==> src/rtl/regfile_p.sv <==
// Multi-ported register file (2 combinational reads, 1 write) with optional
// write-through forwarding and a handshaked engine that streams every register out.
module regfile_p #(
    parameter int DW       = 32,
    parameter int AW       = 5,
    parameter bit ZERO_REG = 1'b1,
    parameter bit BYPASS   = 1'b1
) (
    input  logic          clk,
    input  logic          rst_n,
    input  logic [AW-1:0] ra1,
    input  logic [AW-1:0] ra2,
    output logic [DW-1:0] rd1,
    output logic [DW-1:0] rd2,
    input  logic          we,
    input  logic [AW-1:0] wa,
    input  logic [DW-1:0] wd,
    input  logic          dump_start,
    output logic          dump_busy,
    output logic          dump_valid,
    input  logic          dump_ready,
    output logic [AW-1:0] dump_idx,
    output logic [DW-1:0] dump_data,
    output logic          dump_done
);

    localparam int DEPTH = 2 ** AW;

    typedef enum logic [1:0] {
        IDLE = 2'd0,
        RUN  = 2'd1,
        DONE = 2'd2
    } state_t;

    logic [DW-1:0] regs [DEPTH];
    logic          wr_ok;

    // Register 0 is never written when hardwired, so it holds its reset value of zero.
    assign wr_ok = we && !(ZERO_REG && (wa == '0));

    // Flop-based storage: the whole array must clear on reset, which rules out block RAM.
    generate
        for (genvar gi = 0; gi < DEPTH; gi++) begin : g_reg
            logic [DW-1:0] q_reg;

            always_ff @(posedge clk or negedge rst_n) begin
                if (!rst_n) begin
                    q_reg <= '0;
                end else if (wr_ok && (wa == AW'(gi))) begin
                    q_reg <= wd;
                end
            end

            assign regs[gi] = q_reg;
        end
    endgenerate

    assign rd1 = (ZERO_REG && (ra1 == '0))          ? '0 :
                 (BYPASS && wr_ok && (wa == ra1))   ? wd :
                                                      regs[ra1];

    assign rd2 = (ZERO_REG && (ra2 == '0))          ? '0 :
                 (BYPASS && wr_ok && (wa == ra2))   ? wd :
                                                      regs[ra2];

    state_t        state_reg;
    logic [AW-1:0] idx_reg;
    logic          valid_reg;
    logic          busy_reg;
    logic          done_reg;

    always_ff @(posedge clk or negedge rst_n) begin
        if (!rst_n) begin
            state_reg <= IDLE;
            idx_reg   <= '0;
            valid_reg <= 1'b0;
            busy_reg  <= 1'b0;
            done_reg  <= 1'b0;
        end else begin
            case (state_reg)
                IDLE: begin
                    idx_reg  <= '0;
                    done_reg <= 1'b0;
                    if (dump_start) begin
                        state_reg <= RUN;
                        valid_reg <= 1'b1;
                        busy_reg  <= 1'b1;
                    end
                end
                RUN: begin
                    if (dump_ready) begin
                        if (idx_reg == AW'(DEPTH - 1)) begin
                            state_reg <= DONE;
                            valid_reg <= 1'b0;
                            done_reg  <= 1'b1;
                        end else begin
                            idx_reg <= idx_reg + AW'(1);
                        end
                    end
                end
                DONE: begin
                    state_reg <= IDLE;
                    idx_reg   <= '0;
                    busy_reg  <= 1'b0;
                    done_reg  <= 1'b0;
                end
                default: begin
                    state_reg <= IDLE;
                    idx_reg   <= '0;
                    valid_reg <= 1'b0;
                    busy_reg  <= 1'b0;
                    done_reg  <= 1'b0;
                end
            endcase
        end
    end

    assign dump_busy  = busy_reg;
    assign dump_valid = valid_reg;
    assign dump_done  = done_reg;
    assign dump_idx   = idx_reg;

    // Dump shows stored contents only; a same-cycle write becomes visible after the edge.
    assign dump_data  = (ZERO_REG && (idx_reg == '0)) ? '0 : regs[idx_reg];

endmodule

==> config.mk <==
export PLATFORM = sky130hd
export DESIGN_NAME = regfile_p
export DESIGN_NICKNAME = d
export VERILOG_FILES = /design/src/rtl/regfile_p.sv
export SDC_FILE = /design/constraint.sdc
export NUM_CORES = 2
export LEC_CHECK = 0
export CORE_MARGIN = 1
export CORE_UTILIZATION = 65
export CTS_BUF_LIST = sky130_fd_sc_hd__clkbuf_2 sky130_fd_sc_hd__clkbuf_4 sky130_fd_sc_hd__clkbuf_8
export DETAILED_ROUTE_END_ITERATION = 16
export PLACE_DENSITY = 0.83
export SYNTH_ARGS = -nofsm -noshare
export SYNTH_HDL_FRONTEND = slang
export SYNTH_SLANG_ARGS = --single-unit
==> constraint.sdc <==
create_clock -name clk -period 5.3 [get_ports clk]
set_clock_uncertainty 0.05 [all_clocks]
set_input_delay 1.06 -clock clk [delete_from_list [all_inputs] [get_ports clk]]
set_output_delay 1.06 -clock clk [all_outputs]
set_load 0.01 [all_outputs]
==> impl_results.md <==
- Status: finished, final reports clean
- Number of synthesized flops with an enable pin: 0
- Setup WS post-layout: 0.09323 ns
- Clk root buf: clkbuf_8
- Slew Limit Headroom: 26.71%
- IO buf count: 155
- Crit share post-route: 98.24%
- Yosys top cell by area: dfrtp_1
- Die height: 314.0 um
- Final Instance Count excl. Fillers: 5848
- GPL Wtd Cong: 0.9538
- Syn Inst Count: 4333
- Nets@finish: 4484
- Seq/Total Area, Yosys: 40.88%
- Most used flip-flop cell after synthesis: dfrtp_1
- Max_cap viols: 0
- Post-detail-place hpwl: 134700 um
- VDD IR max: 0.4259 mV
- Worst-Margin Slew: 1.099 ns
- CTS HTree Levels: 4
- Syn Nets: 4388
- DRT Wirelength: 219200 um
- Width of the die: 314.0 um
- P per Cell Area: 423.3 mW/mm^2
- Grt met1 use: 58.79%
- Leakage: 30.05 nW
- First-pass GRT wire length: 322900 um
- Max Fclk: 192.1 MHz
- CP endpoint kind: primary output
- Layout cells sized above 1: 53.18%
- Area grow syn2layout: 12.52%
- Slew Viols, Final: 0
- Place WS: 0.1702 ns
- Crit start category: primary input
- Top post-synthesis cells by area: dfrtp_1, mux4_2, mux2_2
- Reg2reg start: dump_idx[1]
- Crit-path max FO: 11
- Post_cts resized: 0
- Vias in the first global route: 47380
- Clock Sinks: 1034
- TNS Setup: 0 ns
- CTS clk-pin slew, worst paths: 0.07 ns
- Ys Warns: 0
- DP Area: 0.06742 sq mm
- Met2 Resource Use GR: 63.30%
- Avg Cell Area, Syn: 14.61 sq um
- Grt ovf: 0
- I/O pin total: 156
- Post-CTS Hold Buffers: 0
- Final Setup Violations: 0
- Routed length per instance: 37.48 um
- Total CTS buffers: 172
- Max FFs per register: 1024
- RSZ-0062 raised after global routing: no
- WS Path Type: in2out
- Final Cell Area: 0.07121 sq mm
- Initial antenna violation count: 9
- Synth top area share: 40.88%
- # DRC: 0
- Crit path DAT: 4.10 ns
- Routed via count: 46710
- Reg2Reg Depth: 8
- Hold Fails Final Rpt: 0
- HP Class: in2async
- Pin count of the biggest net entering global routing: 142
- Drt via density: 7.987
- Die footprint: 0.09862 sq mm
- TritonCTS clock tree: done
- Post-synth top cells: mux2_2, dfrtp_1, mux4_2
- DRT iter0 DRCs: 7132
- Skew-Pair Late Insertion Delay: 0.87 ns
- RR Endpoint: dump_idx[3]
- Routed Antenna Nets: 0
- Initial core utilization: 65.54%
- Clock tree buffer depth: 3
- Grt peak-use layer: met2
- Req. time, crit path: 4.19 ns
- Reg2Reg Setup Slack: 2.59 ns
- Core area: 0.09657 sq mm
- Number of synthesized register bits: 1034
- Met3 Use GR: 16.73%
- Synth unique cells: 58
- Inst Count DP: 5529
- Number of cell rows: 114
- Asr flop ratio synth: 100.0%
- GRT Overall Usage: 45.47%
- Tmin final: 5.207 ns
- Cell area after synthesis: 0.06329 sq mm
- Drt pass-1 iters: 6
- Top-count cell post-synth: mux2_2
[area by class of cell]
cell class	instances	area, sq um
Multi-Input combinational cell	2737	35200
Sequential cell	1034	25890
Fill cell	5754	25350
Timing Repair Buffer	449	4629
Clock buffer	273	3420
Tap cell	1276	1597
Clock inverter	36	327.8
Inverter	35	131.4
Antenna cell	8	20.02
[placed cells by master, fill, tap and decap left out, types with 63 or more instances in the layout]
| cell | count |
|---|---|
| clkbuf_8 | 220 |
| buf_4 | 225 |
| dfrtp_1 | 1029 |
| nand2_1 | 80 |
| mux2_2 | 1046 |
| clkdlybuf4s50_1 | 144 |
| mux2i_1 | 230 |
| buf_12 | 68 |
| o221ai_1 | 63 |
| mux4_2 | 708 |
[worst max path at each step]
stage                start  depth (start not counted)             to
2_1_floorplan       ra2[2]                          7        rd2[17]
3_3_place_gp         wa[2]                         10        rd1[23]
3_5_place_dp         wa[0]                         10         rd2[6]
4_1_cts        dump_idx[1]                          7  dump_data[30]
5_1_grt        dump_idx[0]                          7  dump_data[28]
6_report             wa[2]                         10        rd1[23]
[power breakdown]
part           total (mW)  leakage, nW  internal [mW]  switching (mW)
clock                7.75         2.00           4.29            3.46
combinational        11.3         14.8           6.34            4.95
sequential           11.1         13.2           9.42            1.67
[per-layer routing]
metal,up-vias,part of all wire [%]
met5,-,0.019
met4,6,9.1
met3,1261,15
met2,4129,43
met1,23800,33
li1,17520,-
[kinds of logic after synthesis]
logic type	share of synthesized area [%]
muxes	47.55
DFF	40.88
buffers and inverters	3.962
and+or+nand+nor	2.155
adders and majority gates	0.05931
AOI/OAI and AO/OA	5.213
xor gates and xnor gates	0.1799
[repair_timing]
| action | in CTS | in global routing |
|---|---|---|
| pin swaps | 0 | 0 |
| buffers inserted | 1 | 1 |
| endpoints found under the setup margin | 3 | 2 |
[through the flow]
stage                     util (%)  hold slack [ns]  power [mW]
final                        73.75           0.1289       30.14
after global routing         73.73           0.1731       31.14
after CTS                    73.71           0.1587       29.89
after detailed placement     69.81           0.3518       22.18
after global placement       69.81           0.3438       21.81
after floorplan                  -           0.3752       18.37
[worst max-delay path: stages]
cell and delay [ns]:
clkdlybuf4s50_1 0.58, buf_4 0.22, nor4_1 0.08, buf_4 0.15, nor3_2 0.51, buf_4 0.42, nor3_1 0.11, nor3_1 0.27
buf_4 0.17, clkdlybuf4s50_1 0.52
Power figures use the tool's default switching activity.
